<file path="src/rtl/mis603_soc_bram_arb_pkg.sv">
// Shared types for the BRAM port-B arbiter: FSM encoding, owner ids, read-return tag.
// Latency: n/a (declarations only).
// Backpressure: n/a.
package mis603_soc_bram_arb_pkg;

  typedef enum logic [1:0] {
    ST_IDLE   = 2'd0,
    ST_OWN_M0 = 2'd1,
    ST_OWN_M1 = 2'd2
  } arb_state_e;

  localparam logic OWNER_M0 = 1'b0;
  localparam logic OWNER_M1 = 1'b1;

  // One entry of the read-return pipe: a read is in flight and who asked for it.
  typedef struct packed {
    logic vld;
    logic owner;
  } rd_tag_t;

  function automatic logic other_owner(input logic owner);
    return ~owner;
  endfunction

endpackage

</file>
<file path="src/rtl/mis603_soc_bram_arb_rr.sv">
// Two-way round-robin picker with burst lock; pure combinational grant select.
// Latency: 0 cycles (req -> gnt in the same cycle).
// Backpressure: a requester without gnt simply waits; gnt never asserts without req.
module mis603_soc_bram_arb_rr
  import mis603_soc_bram_arb_pkg::*;
#(
  parameter int C_MAX_BURST = 4,
  parameter int BW          = 3
) (
  input  logic [1:0]    req_i,
  input  arb_state_e    state_i,
  input  logic          last_owner_i,
  input  logic [BW-1:0] burst_cnt_i,
  output logic [1:0]    gnt_o
);

  localparam logic [BW-1:0] MAX_B = BW'(C_MAX_BURST);

  logic own;
  logic oth;

  // Current owner keeps the port until its burst allowance runs out while the other waits.
  always_comb begin
    gnt_o = 2'b00;
    own   = (state_i == ST_OWN_M1) ? OWNER_M1 : OWNER_M0;
    oth   = other_owner(own);
    case (state_i)
      ST_OWN_M0, ST_OWN_M1: begin
        if (req_i[own] && (!req_i[oth] || (burst_cnt_i < MAX_B))) begin
          gnt_o[own] = 1'b1;
        end else if (req_i[oth]) begin
          gnt_o[oth] = 1'b1;
        end
      end
      default: begin
        if (req_i[0] && !req_i[1]) begin
          gnt_o[0] = 1'b1;
        end else if (req_i[1] && !req_i[0]) begin
          gnt_o[1] = 1'b1;
        end else if (req_i[0] && req_i[1]) begin
          gnt_o[other_owner(last_owner_i)] = 1'b1;
        end
      end
    endcase
  end

endmodule

</file>
<file path="src/rtl/mis603_soc_bram_port_arbiter.sv">
// Shares BRAM port B between M0 and M1: round-robin with bounded burst, registered BRAM drive.
// Latency: transfer at edge T -> BRAM controls in T+1, read data + RValid in T+2.
// Backpressure: combinational Gnt; requester holds Req/controls stable until granted.
module mis603_soc_bram_port_arbiter
  import mis603_soc_bram_arb_pkg::*;
#(
  parameter int C_PORT_AWIDTH = 32,
  parameter int C_PORT_DWIDTH = 32,
  parameter int C_NUM_WE      = 4,
  parameter int C_MAX_BURST   = 4,
  parameter     C_FAMILY      = "spartan6"
) (
  input  logic                     BRAM_Clk,
  input  logic                     BRAM_Rst_N,
  input  logic                     M0_Req,
  input  logic [0:C_NUM_WE-1]      M0_WE,
  input  logic [0:C_PORT_AWIDTH-1] M0_Addr,
  input  logic [0:C_PORT_DWIDTH-1] M0_WData,
  output logic                     M0_Gnt,
  output logic                     M0_RValid,
  output logic [0:C_PORT_DWIDTH-1] M0_RData,
  input  logic                     M1_Req,
  input  logic [0:C_NUM_WE-1]      M1_WE,
  input  logic [0:C_PORT_AWIDTH-1] M1_Addr,
  input  logic [0:C_PORT_DWIDTH-1] M1_WData,
  output logic                     M1_Gnt,
  output logic                     M1_RValid,
  output logic [0:C_PORT_DWIDTH-1] M1_RData,
  output logic                     BRAM_EN,
  output logic [0:C_NUM_WE-1]      BRAM_WEN,
  output logic [0:C_PORT_AWIDTH-1] BRAM_Addr,
  output logic [0:C_PORT_DWIDTH-1] BRAM_Dout,
  input  logic [0:C_PORT_DWIDTH-1] BRAM_Din
);

  localparam int              BW    = $clog2(C_MAX_BURST + 1);
  localparam logic [BW-1:0]   MAX_B = BW'(C_MAX_BURST);

  // Family string only documents the target; nothing depends on it.
  logic unused_family;
  assign unused_family = |C_FAMILY;

  arb_state_e    state_q, state_d;
  logic          last_owner_q, last_owner_d;
  logic [BW-1:0] burst_cnt_q, burst_cnt_d;

  logic [1:0]    gnt_raw;
  logic [1:0]    gnt;
  logic          xfer;
  logic          xfer_owner;
  logic          cur_owner;

  logic [0:C_NUM_WE-1]      we_sel;
  logic [0:C_PORT_AWIDTH-1] addr_sel;
  logic [0:C_PORT_DWIDTH-1] wdata_sel;

  logic                     en_q;
  logic [0:C_NUM_WE-1]      wen_q;
  logic [0:C_PORT_AWIDTH-1] addr_q;
  logic [0:C_PORT_DWIDTH-1] dout_q;

  rd_tag_t tag_in, tag1_q, tag2_q;

  mis603_soc_bram_arb_rr #(
    .C_MAX_BURST (C_MAX_BURST),
    .BW          (BW)
  ) u_rr (
    .req_i        ({M1_Req, M0_Req}),
    .state_i      (state_q),
    .last_owner_i (last_owner_q),
    .burst_cnt_i  (burst_cnt_q),
    .gnt_o        (gnt_raw)
  );

  // No grant may escape while reset is held, even though the picker is combinational.
  assign gnt        = gnt_raw & {2{BRAM_Rst_N}};
  assign M0_Gnt     = gnt[0];
  assign M1_Gnt     = gnt[1];
  assign xfer       = (M0_Req & gnt[0]) | (M1_Req & gnt[1]);
  assign xfer_owner = gnt[1] ? OWNER_M1 : OWNER_M0;
  assign cur_owner  = (state_q == ST_OWN_M1) ? OWNER_M1 : OWNER_M0;

  assign we_sel    = gnt[1] ? M1_WE    : M0_WE;
  assign addr_sel  = gnt[1] ? M1_Addr  : M0_Addr;
  assign wdata_sel = gnt[1] ? M1_WData : M0_WData;

  // Next ownership state, burst length and last owner from this cycle's transfer.
  always_comb begin
    state_d      = state_q;
    last_owner_d = last_owner_q;
    burst_cnt_d  = burst_cnt_q;
    case (state_q)
      ST_OWN_M0, ST_OWN_M1: begin
        if (!xfer) begin
          state_d = ST_IDLE;
        end else if (xfer_owner == cur_owner) begin
          if (burst_cnt_q != MAX_B) begin
            burst_cnt_d = burst_cnt_q + BW'(1);
          end
        end else begin
          state_d     = (xfer_owner == OWNER_M1) ? ST_OWN_M1 : ST_OWN_M0;
          burst_cnt_d = BW'(1);
        end
      end
      default: begin
        state_d = ST_IDLE;
        if (xfer) begin
          state_d     = (xfer_owner == OWNER_M1) ? ST_OWN_M1 : ST_OWN_M0;
          burst_cnt_d = BW'(1);
        end
      end
    endcase
    if (xfer) begin
      last_owner_d = xfer_owner;
    end
  end

  // Arbitration state registers; M1 counts as last owner so M0 wins the first tie.
  always_ff @(posedge BRAM_Clk or negedge BRAM_Rst_N) begin
    if (!BRAM_Rst_N) begin
      state_q      <= ST_IDLE;
      last_owner_q <= OWNER_M1;
      burst_cnt_q  <= '0;
    end else begin
      state_q      <= state_d;
      last_owner_q <= last_owner_d;
      burst_cnt_q  <= burst_cnt_d;
    end
  end

  // Registered BRAM drive; address and data hold when idle, enables drop.
  always_ff @(posedge BRAM_Clk or negedge BRAM_Rst_N) begin
    if (!BRAM_Rst_N) begin
      en_q   <= 1'b0;
      wen_q  <= '0;
      addr_q <= '0;
      dout_q <= '0;
    end else begin
      en_q  <= xfer;
      wen_q <= xfer ? we_sel : '0;
      if (xfer) begin
        addr_q <= addr_sel;
        dout_q <= wdata_sel;
      end
    end
  end

  assign BRAM_EN   = en_q;
  assign BRAM_WEN  = wen_q;
  assign BRAM_Addr = addr_q;
  assign BRAM_Dout = dout_q;

  always_comb begin
    tag_in.vld   = xfer && (we_sel == '0);
    tag_in.owner = xfer_owner;
  end

  // Two-stage read tag pipe lines RValid up with BRAM_Din; reset drops in-flight reads.
  always_ff @(posedge BRAM_Clk or negedge BRAM_Rst_N) begin
    if (!BRAM_Rst_N) begin
      tag1_q <= '0;
      tag2_q <= '0;
    end else begin
      tag1_q <= tag_in;
      tag2_q <= tag1_q;
    end
  end

  assign M0_RValid = tag2_q.vld && (tag2_q.owner == OWNER_M0);
  assign M1_RValid = tag2_q.vld && (tag2_q.owner == OWNER_M1);
  assign M0_RData  = BRAM_Din;
  assign M1_RData  = BRAM_Din;

endmodule

</file>
<file path="config.mk">
export PLATFORM = sky130hd
export DESIGN_NAME = mis603_soc_bram_port_arbiter
export DESIGN_NICKNAME = d
export VERILOG_FILES = /design/src/rtl/mis603_soc_bram_arb_pkg.sv /design/src/rtl/mis603_soc_bram_arb_rr.sv /design/src/rtl/mis603_soc_bram_port_arbiter.sv
export SDC_FILE = /design/constraint.sdc
export NUM_CORES = 1
export LEC_CHECK = 0
export ABC_AREA = 1
export CORE_AREA = 3 3 120 122
export CTS_CLUSTER_DIAMETER = 120
export DETAILED_ROUTE_END_ITERATION = 12
export DIE_AREA = 0 0 123 125
export PLACE_DENSITY = 0.75
export SYNTH_ARGS = -nofsm -noshare
export SYNTH_HDL_FRONTEND = slang
export SYNTH_SLANG_ARGS = --single-unit
export TNS_END_PERCENT = 5
</file>
<file path="constraint.sdc">
create_clock -name BRAM_Clk -period 4.2 [get_ports BRAM_Clk]
set_input_delay 1.26 -clock BRAM_Clk [delete_from_list [all_inputs] [get_ports BRAM_Clk]]
set_output_delay 1.26 -clock BRAM_Clk [all_outputs]
set_load 0.05 [all_outputs]
</file>
After elaboration in Yosys (flattened, before gate mapping)
Cells that the tools add are included.
{"block": "classes", "n_addsub": 1, "magnitude_cmp": 7, "eq_ne": 6, "mux": 34, "bitwise_logic": 7, "n_reduce_logical": 17}
{"op": "32-bit two-way mux", "n": 2}
{"op": "2-bit two-way mux", "n": 9}
{"op": "3-bit two-way mux", "n": 5}
{"op": "1-bit two-way mux", "n": 13}
{"op": "1-bit logical AND", "n": 10}
{"op": "3-bit != test (second input constant)", "n": 3}
{"op": "4-bit two-way mux", "n": 2}
{"op": "1-bit by 2-bit < comparator with 1-bit output (second input constant)", "n": 3}
{"op": "4-bit zero test", "n": 1}
{"op": "3-bit by 1-bit adder with 3-bit output (second input constant)", "n": 1}
{"op": "1-bit demux with 1-bit select", "n": 3}
{"op": "1-bit greater-or-equal comparator (second input constant)", "n": 3}
{"op": "1-bit zero test", "n": 3}
{"op": "3-bit < comparator (second input constant)", "n": 1}
{"op": "1-bit inverter", "n": 3}
{"op": "1-bit bitwise AND", "n": 2}
{"op": "2-bit bitwise AND", "n": 1}
{"op": "2-bit by 1-bit == test with 1-bit output (second input constant)", "n": 1}
{"op": "2-bit == test (second input constant)", "n": 1}
{"op": "2-bit AND reduction", "n": 1}
{"op": "2-bit OR reduction", "n": 1}
{"op": "1-bit == test", "n": 1}
{"op": "1-bit logical OR", "n": 1}
{"op": "1-bit bitwise OR", "n": 1}
{"block": "word_totals", "reg_bits": 79, "inputBits": 172, "elab_cells": 83}

Logic depth before layout (Yosys ltp)
Gate-level depths: netlist of the first run.
{"block": "logic_depth", "ltp_word": 16, "depth_mapped": 16, "mapped_depth_nobuf": 15}

Hierarchy
A second synthesis of the first run with hierarchy kept.
{"block": "hier_totals", "cells_unflattened": 524, "area_unflattened_um2": 4150.2}
{"module": "mis603_soc_bram_port_arbiter", "instances": 1, "cells_each": 496, "area_each_um2": 3987.6, "seq_area_each_um2": 1978.1}
{"module": "mis603_soc_bram_arb_rr", "instances": 1, "cells_each": 28, "area_each_um2": 162.7, "seq_area_each_um2": 0.0}

Worst setup path after synthesis of the first run
No wires, ideal clock.
{"block": "synth_path", "kind": "in2out", "startpoint": "input port M0_Req", "endpoint": "output port M1_Gnt", "t_arrival_ps": 2180, "required_ps": 2940, "path_slack_ps": 760, "stages": 8, "path_buffers": 1, "cell_sequence": "inv_1 > nand2_1 > nand3_1 > nand3_1 > nand3_2 > nand2_4 > inv_4 > buf_2"}
{"block": "synth_between", "elab_chain_len": 8, "word_cells_on_any_way": 18}
{"element": "from (decl)", "line": "mis603_soc_bram_port_arbiter.sv:15", "source": "input logic M0_Req,"}
{"element": "1-bit two-way mux (implied by the code) (2 in series)", "line": "mis603_soc_bram_arb_rr.sv:29, mis603_soc_bram_arb_rr.sv:31"}
{"element": "1-bit zero test", "line": "mis603_soc_bram_arb_rr.sv:29", "source": "if (req_i[own] && (!req_i[oth] || (burst_cnt_i < MAX_B))) begin"}
{"element": "1-bit logical OR", "line": "mis603_soc_bram_arb_rr.sv:29"}
{"element": "1-bit logical AND", "line": "mis603_soc_bram_arb_rr.sv:29"}
{"element": "2-bit two-way mux", "line": "mis603_soc_bram_arb_rr.sv:29"}
{"element": "2-bit two-way mux *", "line": "mis603_soc_bram_arb_rr.sv:27", "source": "case (state_i)"}
{"element": "2-bit bitwise AND *", "line": "mis603_soc_bram_port_arbiter.sv:76", "source": "assign gnt = gnt_raw & {2{BRAM_Rst_N}};"}
{"element": "to (decl)", "line": "mis603_soc_bram_port_arbiter.sv:26", "source": "output logic M1_Gnt,"}
Every way passes the cells marked *; elsewhere a longest branch is shown, timed or not. The select of a mux whose other input is x is not followed.

Final worst setup path of the first run
{"block": "layout_path", "startpoint": "input port M1_Req", "endpoint": "output port M0_Gnt"}
{"block": "layout_between", "elab_chain_len": 8, "word_cells_on_any_way": 18}
{"element": "from (decl)", "line": "mis603_soc_bram_port_arbiter.sv:22", "source": "input logic M1_Req,"}
{"element": "1-bit two-way mux (implied by the code) (2 in series)", "line": "mis603_soc_bram_arb_rr.sv:29, mis603_soc_bram_arb_rr.sv:31"}
{"element": "1-bit zero test", "line": "mis603_soc_bram_arb_rr.sv:29"}
{"element": "1-bit logical OR", "line": "mis603_soc_bram_arb_rr.sv:29"}
{"element": "1-bit logical AND", "line": "mis603_soc_bram_arb_rr.sv:29"}
{"element": "2-bit two-way mux", "line": "mis603_soc_bram_arb_rr.sv:29"}
{"element": "2-bit two-way mux *", "line": "mis603_soc_bram_arb_rr.sv:27"}
{"element": "2-bit bitwise AND *", "line": "mis603_soc_bram_port_arbiter.sv:76"}
{"element": "to (decl)", "line": "mis603_soc_bram_port_arbiter.sv:19", "source": "output logic M0_Gnt,"}
Marks and branches as above.

==> results.sh, run 1 <==
export IMPL_fin_crit_sh=0.943
export IMPL_crit_path_end_kind="primary output"
export IMPL_slew_headroom=0.493
export IMPL_clock_skew_ns=0.00649
export IMPL_async_reset_ff_frac=1.00
export IMPL_drc_errors=0
export IMPL_rsz0062_at_grt="false"
export IMPL_powerDensity_mw_per_mm2=839
export IMPL_cp_max_fo=4
export IMPL_core_area_mm2=0.0133
export IMPL_postRouteAntennaNets=0
export IMPL_syn_area_per_cell_um2=8.22
export IMPL_yosysUniqueCellTypes=26
export IMPL_grt_pass1_wl_mm=17.9
export IMPL_grt_pass1_vias=3639
export IMPL_cts_htree_levels=3
export IMPL_worst_pin_slew_ns=0.761
export IMPL_maxCapViolCount=0
export IMPL_vdd_ir_drop_worst_uv=319
export IMPL_hold_depth=0
export IMPL_cp_common_cell="nand2_1"
export IMPL_ys_warn_count=0
export IMPL_area_growth_pct=49.3
export IMPL_arrival_ns=2.70
export IMPL_cts_resized=0
export IMPL_cts_setup_buffers=0
export IMPL_grt_start_max_net_pins=70
export IMPL_gp_congestion=0.780
export IMPL_hold_buffers=0
export IMPL_ys_ff_latch=79
export IMPL_grt_overflow=0
export IMPL_numClockSinks=79
export IMPL_num_vias=3715
export IMPL_dieWidth_um=123
export IMPL_hp_start="tag1_q[1]"
export IMPL_dieArea_mm2=0.0154
export IMPL_path_class="input port to primary output"
export IMPL_r2r_setup_slack_ns=1.56
export IMPL_crit_required_ns=2.94
export IMPL_fmax_ghz=0.253
export IMPL_finalHoldViolations=0
export IMPL_syn_inst=513
export IMPL_nets=834
export IMPL_vias_per_cell=4.43
export IMPL_layout_cells_non_filler=838
export IMPL_antenna_found_initial=0
export IMPL_path_buf_inv=4
export IMPL_cts_clk_slew_worst_paths_ns=0.06
export IMPL_numPlacedInstances=823
export IMPL_portBuffers=212
export IMPL_setup_viol=0
export IMPL_num_io_pins=309
export IMPL_r2r_end="BRAM_Addr[22]"
export IMPL_synthesis_nets=689
export IMPL_clockBufferDepth=2
export IMPL_slowest_delay_ns=0.55
export IMPL_wl_per_cell_um=13.8
export IMPL_synth_edff_count=0
export IMPL_tns_ns=0
export IMPL_synthTopCellsByArea="dfrtp_1, nand2_1, buf_4"
export IMPL_dp_hpwl_mm=8.61
export IMPL_yosysMostFrequentCell="nand2_1"
export IMPL_wirelength_mm=11.6
export IMPL_drt_initial_drc_count=116
export IMPL_drv_slew=0
export IMPL_synth_top_area_cell="dfrtp_1"
export IMPL_cts_tree="done"
export IMPL_start_util=0.317
export IMPL_hold_class="flip-flop to flip-flop"
export IMPL_synth_top_area_share=0.463
export IMPL_ys_seq_area_frac=0.469
export IMPL_synth_main_ff_cell="dfrtp_1"
export IMPL_hold_path_end="tag2_q[1]"
export IMPL_cts_buffers=9
export IMPL_path_cells="clkdlybuf4s50_1, inv_2, nand2_2, nand3_1, nand2_1, o21ai_0, nand2_1, nand2_1, nand2_2, inv_1, buf_12"
export IMPL_fp_dieH_um=125
export IMPL_antenna_cells=0
export IMPL_rows=42
export IMPL_crit_slowest_cell="clkdlybuf4s50_1"
export IMPL_drive_gt1_frac=0.0997
export IMPL_fin_crit_ns=3.96
export IMPL_critPathTopFamily="buffers and inverters"
export IMPL_netlist_area_mm2=0.00422
export IMPL_status="finished, final reports clean"
export IMPL_grt_use_total=0.148
export IMPL_reg2reg_depth=15
export IMPL_r2r_start="state_q[0]"
export IMPL_cts_root_buffer_cell="clkbuf_16"
export IMPL_start_kind="input port"
export IMPL_leakage_nw=2.85
export IMPL_fin_hold_ws_ns=0.344
export IMPL_worstSkewPairLatency_ns=0.33
export IMPL_drt_pre_antenna_iters=5
export IMPL_yosys_top_cells_count="nand2_1, dfrtp_1, nand3_1"
==> layer usage <==
layer / track usage / vias to the layer above / routed length (µm)
met1: 0.163 / 1661 / 4430
met5: 0 / - / 0
li1: - / 1826 / -
met4: 0.0671 / 0 / 287
met3: 0.0723 / 33 / 1460
met2: 0.241 / 195 / 5380
==> final cells by class <==
class	instances	area, µm²
Multi-Input combinational cell	330	1500
Tap cell	176	220
Fill cell	1293	7000
Sequential cell	79	1980
Clock buffer	11	233
Timing Repair Buffer	219	2190
Inverter	19	73.8
Clock inverter	4	95.1
==> worst reg2reg max path: stages, from the launching register on <==
cell	delay, ns
dfrtp_1	0.37
inv_1	0.08
ha_1	0.20
inv_1	0.08
nand2_2	0.06
nand3_1	0.11
nand2_1	0.10
nand2_1	0.06
nand3_2	0.10
nand2_4	0.09
inv_4	0.08
buf_4	0.57
nor2_4	0.08
buf_4	0.29
nand2_2	0.14
nand3_1	0.09
==> power by group <==
part	switching [mW]	internal, mW	total [mW]
combinational	2.05	1.01	3.07
clock	0.297	0.577	0.873
sequential	0.204	1.14	1.34
total	2.56	2.72	5.28
==> cell families (layout without fill, tap and decap cells) <==
group | Yosys count | after routing | share of synthesized area
AND/OR/NAND/NOR | 316 | 316 | 0.332
XOR/XNOR | 1 | 1 | 0.00208
AO/OA/AOI/OAI | 9 | 9 | 0.0107
adder cells (fa/ha/maj) | 4 | 4 | 0.0119
buffers and inverters | 104 | 253 | 0.174
flip-flops | 79 | 79 | 0.469
==> how the worst max path moves through the flow <==
stage            from      to  slack (ns)  depth (start not counted)
4_1_cts        M1_Req  M0_Gnt        0.25                         11
3_5_place_dp   M1_Req  M0_Gnt        0.26                         11
6_report       M1_Req  M0_Gnt        0.24                         11
3_3_place_gp   M1_Req  M0_Gnt        0.29                         11
2_1_floorplan  M0_Req  M1_Gnt        0.76                          8
5_1_grt        M0_Req  M0_Gnt        0.15                         11
==> sequential cells by signal (all words and copies together) (netlist names) <==
| signal | flops |
|---|---|
| BRAM_Addr | 32 |
| BRAM_Dout | 32 |
| BRAM_EN | 1 |
| BRAM_WEN | 4 |
| burst_cnt_q | 3 |
| last_owner_q | 1 |
| state_q | 2 |
| tag1_q | 2 |
| tag2_q | 2 |
==> cell usage in the layout, fill, tap and decap left out <==
master / instances
bufinv_16: 3
nand2_4: 1
inv_2: 2
nand3_2: 1
nand2_1: 195
inv_4: 1
clkbuf_1: 2
nand2_2: 33
dfstp_2: 1
nor2_4: 2
buf_4: 8
nand4_1: 1
nand3_1: 73
a21oi_1: 1
clkdlybuf4s50_1: 209
ha_1: 4
clkinv_2: 1
clkbuf_16: 9
dfrtp_1: 78
inv_1: 16
or2_2: 2
and3_1: 1
o21ai_1: 1
buf_12: 2
nor2_1: 7
xor2_1: 1
o21ai_0: 7
==> stage by stage <==
step	utilization	total power [mW]	area, µm²	worst slack, ns
6_report	0.473	5.28	6290	0.241
5_1_grt	0.473	5.60	6290	0.148
4_1_cts	0.473	5.36	6290	0.255
3_5_place_dp	0.449	4.45	5970	0.256
3_3_place_gp	0.449	4.43	5970	0.293
2_1_floorplan	-	3.57	4220	0.760
No activity file was read; power rests on OpenSTA's default activity.
==> run 2: changes to the inputs <==
- SETUP_SLACK_MARGIN: not set -> 0.4
==> run 2 against run 1 <==
  * Flip-flop and latch count unchanged
  * Sequential power about the same
  * Critical path depth unchanged
  * Maximum frequency increased by 9.5%
  * Combinational power about the same
  * Clock power about the same
  * Count of clock-buffer cells in the layout unchanged
  * Global-route usage increased by 0.11 points
  * Highest routed layer unchanged
==> results.sh, run 2 (synthesis results as in run 1) <==
export IMPL_status="finished, final reports clean"
export IMPL_num_vias=3710
export IMPL_slew_headroom=0.492
export IMPL_cts_htree_levels=3
export IMPL_r2r_end="BRAM_Addr[22]"
export IMPL_final_util=0.475
export IMPL_portBuffers=212
export IMPL_worst_pin_slew_ns=0.763
export IMPL_pwr_share_seq=0.254
export IMPL_cts_buffers=9
export IMPL_cts_root_buffer_cell="clkbuf_16"
export IMPL_place_ws_ns=0.256
export IMPL_wl_per_cell_um=13.8
export IMPL_rows=42
export IMPL_fin_crit_sh=0.860
export IMPL_power_internal_mw=2.73
export IMPL_setup_viol=0
export IMPL_dieArea_mm2=0.0154
export IMPL_pwr_share_comb=0.582
export IMPL_switchingPower_mw=2.56
export IMPL_r2r_start="state_q[0]"
export IMPL_final_common_cell="clkdlybuf4s50_1"
export IMPL_dieWidth_um=123
export IMPL_finalHoldViolations=0
export IMPL_arrival_ns=2.35
export IMPL_cts_clk_slew_worst_paths_ns=0.06
export IMPL_vias_per_cell=4.42
export IMPL_drive_gt1_frac=0.108
export IMPL_gp_congestion=0.780
export IMPL_numClockSinks=79
export IMPL_drv_slew=0
export IMPL_fill_cells=1287
export IMPL_antenna_cells=0
export IMPL_swShare=0.483
export IMPL_maxCapViolCount=0
export IMPL_layout_cells_non_filler=840
export IMPL_path_class="input port to primary output"
export IMPL_start_kind="input port"
export IMPL_worstSkewPairLatency_ns=0.33
export IMPL_crit_slowest_cell="dlygate4sd2_1"
export IMPL_fin_crit_ns=3.61
export IMPL_grt_pass1_wl_mm=18.0
export IMPL_grt_overflow=0
export IMPL_slowest_delay_ns=0.29
export IMPL_hold_depth=0
export IMPL_grt_use_total=0.150
export IMPL_powerDensity_mw_per_mm2=837
export IMPL_antenna_found_initial=0
export IMPL_grt_start_max_net_pins=70
export IMPL_rsz0062_at_grt="false"
export IMPL_nets=836
export IMPL_hold_class="flip-flop to flip-flop"
export IMPL_start_util=0.317
export IMPL_tns_ns=0
export IMPL_grt_pass1_vias=3656
export IMPL_cp_max_fo=4
export IMPL_crit_required_ns=2.94
export IMPL_most_common_layout_cells="clkdlybuf4s50_1, nand2_1, dfrtp_1"
export IMPL_wirelength_mm=11.6
export IMPL_core_area_mm2=0.0133
export IMPL_area_growth_pct=49.9
export IMPL_drc_errors=0
export IMPL_r2r_setup_slack_ns=1.61
export IMPL_postRouteAntennaNets=0
export IMPL_reg2reg_depth=15
export IMPL_fp_dieH_um=125
export IMPL_crit_path_end_kind="primary output"
export IMPL_pwr_share_clk=0.165
export IMPL_hold_path_end="tag2_q[1]"
export IMPL_drt_pre_antenna_iters=4
export IMPL_leakage_nw=2.86
export IMPL_hp_start="tag1_q[1]"
export IMPL_clockBufferDepth=2
export IMPL_cts_tree="done"
export IMPL_worst_slack_ns=0.586
export IMPL_vdd_ir_drop_worst_uv=319
export IMPL_path_cells="dlygate4sd2_1, inv_2, nand2_2, nand3_2, nand2_1, o21ai_0, nand2_1, nand2_1, nand2_2, inv_1, buf_12"
export IMPL_fmax_ghz=0.277
export IMPL_dp_hpwl_mm=8.61
export IMPL_clock_skew_ns=0.00649
export IMPL_numPlacedInstances=823
export IMPL_cp_common_cell="nand2_1"
export IMPL_num_io_pins=309
export IMPL_drt_initial_drc_count=116
## run 2: worst max path at each step
stage / from / slack (ns) / end / cells past startpoint
2_1_floorplan: M0_Req / 0.76 / M1_Gnt / 8
3_3_place_gp: M1_Req / 0.29 / M0_Gnt / 11
3_5_place_dp: M1_Req / 0.26 / M0_Gnt / 11
4_1_cts: M1_Req / 0.61 / M0_Gnt / 11
5_1_grt: M1_Req / 0.48 / M0_Gnt / 11
6_report: M1_Req / 0.59 / M0_Gnt / 11
## run 2: layout make-up
class / count / area (µm²) / share of cell area
clock buffers: 11 / 233 / 0.0368
repair buffers: 221 / 2200 / 0.349
multi-input cells: 330 / 1510 / 0.240
inverters: 19 / 73.8 / 0.0117
clock inverters: 4 / 95.1 / 0.0150
flip-flops and latches: 79 / 1980 / 0.313
well taps: 176 / 220 / 0.0349
## run 2: what timing repair did
item,CTS,global route
setup endpoints to repair,2,0
buffers inserted,2,0
hold buffers,0,0
gates resized for setup,6,0
## run 2: critical path, delay by kind of cell
family,cells,cell delay (ns)
buffers and inverters,4,0.57
AO/OA/AOI/OAI,1,0.08
AND/OR/NAND/NOR,6,0.43
## run 2: power groups by stage
stage	registers, mW	clock network, mW	logic [mW]
final	1.34	0.872	3.08
after global routing	1.38	0.931	3.30
after CTS	1.35	0.903	3.12
after detailed placement	1.35	0	3.10
after global placement	1.34	0	3.09
after floorplan	2.51	0	1.06
## run 2: layer usage
metal	vias up	routed length, µm	GRT usage
met4	0	291	0.0671
li1	1832	-	-
met5	-	0	0
met2	187	5390	0.243
met1	1656	4430	0.165
met3	35	1480	0.0723
## run 2: stage by stage
| stage | instance area, µm² | hold WS (ns) | power, mW |
|---|---|---|---|
| 6_report | 6320 | 0.345 | 5.29 |
| 5_1_grt | 6320 | 0.356 | 5.62 |
| 4_1_cts | 6320 | 0.352 | 5.37 |
| 3_5_place_dp | 5970 | 0.342 | 4.45 |
| 3_3_place_gp | 5970 | 0.333 | 4.43 |
| 2_1_floorplan | 4220 | 0.331 | 3.57 |
==> run 3: changes to the inputs <==
==> constraint.sdc (replaced) <==
create_clock -name BRAM_Clk -period 4.2 [get_ports BRAM_Clk]
set_input_delay 1.05 -clock BRAM_Clk [delete_from_list [all_inputs] [get_ports BRAM_Clk]]
set_output_delay 1.05 -clock BRAM_Clk [all_outputs]
set_load 0.05 [all_outputs]
==> run 3 against run 2 <==
  * Global-route usage increased by 0.32 points
  * Maximum frequency rose by 2.2%
  * Via count decreased by 1.2%
  * Core utilization fell by 0.20 points
  * Critical endpoint unchanged
  * Largest power group unchanged
==> results.sh, run 3 (synthesis results as in run 1) <==
export IMPL_status="finished, final reports clean"
export IMPL_start_util=0.317
export IMPL_rsz0062_at_grt="false"
export IMPL_grt_pass1_wl_mm=18.4
export IMPL_most_common_layout_cells="clkdlybuf4s50_1, nand2_1, dfrtp_1"
export IMPL_fin_crit_sh=0.842
export IMPL_area_growth_pct=49.2
export IMPL_cp_max_fo=4
export IMPL_nets=834
export IMPL_cts_resized=0
export IMPL_postRouteAntennaNets=0
export IMPL_powerDensity_mw_per_mm2=837
export IMPL_fmax_ghz=0.283
export IMPL_num_io_pins=309
export IMPL_crit_path_end_kind="primary output"
export IMPL_slew_headroom=0.507
export IMPL_clockBufferDepth=2
export IMPL_leakage_nw=2.85
export IMPL_grt_overflow=0
export IMPL_cts_root_buffer_cell="clkbuf_16"
export IMPL_cts_buffers=9
export IMPL_cts_clk_slew_worst_paths_ns=0.05
export IMPL_cts_tree="done"
export IMPL_grt_start_max_net_pins=70
export IMPL_cts_htree_levels=3
export IMPL_drt_pre_antenna_iters=4
export IMPL_grt_use_total=0.153
export IMPL_maxCapViolCount=0
export IMPL_r2r_setup_slack_ns=1.60
export IMPL_worst_pin_slew_ns=0.739
export IMPL_cts_setup_buffers=0
export IMPL_grt_pass1_vias=3681
export IMPL_antenna_cells=0
export IMPL_drive_gt1_frac=0.101
export IMPL_antenna_found_initial=0
export IMPL_fin_crit_ns=3.54
export IMPL_drc_errors=0
export IMPL_tns_ns=0
export IMPL_path_class="input port to primary output"
export IMPL_vdd_ir_drop_worst_uv=431
export IMPL_rows=42
export IMPL_hold_class="flip-flop to flip-flop"
export IMPL_dieArea_mm2=0.0154
export IMPL_multi_input_comb_area_mm2=0.00150
export IMPL_core_area_mm2=0.0133
export IMPL_portBuffers=212
export IMPL_hold_buffers=0
export IMPL_vias_per_cell=4.37
export IMPL_start_kind="input port"
export IMPL_drv_slew=0
export IMPL_wirelength_mm=11.8
export IMPL_crit_required_ns=3.15
export IMPL_wl_per_cell_um=14.0
export IMPL_numClockSinks=79
export IMPL_fill_cells=1271
export IMPL_drt_initial_drc_count=125
export IMPL_dieWidth_um=123
export IMPL_final_common_cell="clkdlybuf4s50_1"
export IMPL_num_vias=3667
export IMPL_gp_congestion=0.765
export IMPL_fp_dieH_um=125
export IMPL_worstSkewPairLatency_ns=0.33
export IMPL_clock_skew_ns=0.00802
export IMPL_final_util=0.473
export IMPL_setup_viol=0
export IMPL_arrival_ns=2.49
export IMPL_dp_hpwl_mm=8.83
export IMPL_regArea_mm2=0.00198
export IMPL_finalHoldViolations=0
## run 3: worst paths after layout
check	startpoint	end	cells past startpoint
setup / recovery	M1_Req	M0_Gnt	11
hold / removal	tag1_q[1]	tag2_q[1]	0
setup reg to reg	state_q[0]	BRAM_Dout[2]	15
hold reg to reg	tag1_q[1]	tag2_q[1]	0
max in group asynchronous	BRAM_Rst_N	BRAM_Dout[28]	3
min in group asynchronous	BRAM_Rst_N	state_q[0]	1
## run 3: worst max-delay path: stages
cell and delay, ns:
clkdlybuf4s50_1 0.55, inv_2 0.06, nand2_2 0.07, nand3_1 0.11
nand2_1 0.10, o21ai_0 0.09, nand2_1 0.06, nand2_1 0.05
nand2_2 0.11, inv_1 0.05, buf_4 0.18
## run 3: routing by layer
layer  wire (µm)  up-vias  GRT usage
li1            -     1828          -
met4         281        0     0.0638
met5           0        -          0
met2        5590      181      0.257
met3        1510       34     0.0750
met1        4400     1624      0.161
## run 3: area by class of cell
class,instances,share of cell area
Timing Repair Buffer,219,0.348
Tap cell,176,0.0350
Clock buffer,13,0.0414
Inverter,19,0.0117
Clock inverter,3,0.0103
Sequential cell,79,0.314
Multi-Input combinational cell,330,0.239
## run 3: through the flow
step | setup WS (ns) | cells | total power, mW | cell area (µm²) | hold WS [ns]
finish | 0.664 | 839 | 5.26 | 6290 | 0.346
global route | 0.497 | 839 | 5.59 | 6290 | 0.355
CTS | 0.674 | 839 | 5.34 | 6290 | 0.349
detailed placement | 0.634 | 823 | 4.46 | 5970 | 0.337
global placement | 0.694 | 823 | 4.42 | 5970 | 0.332
floorplan | 1.18 | 513 | 3.57 | 4220 | 0.331
## run 3: power breakdown
part	internal (mW)	switching [mW]	leakage (nW)
logic	1.01	2.06	1.73
clock network	0.552	0.293	0.160
registers	1.14	0.211	0.966
total	2.70	2.56	2.85
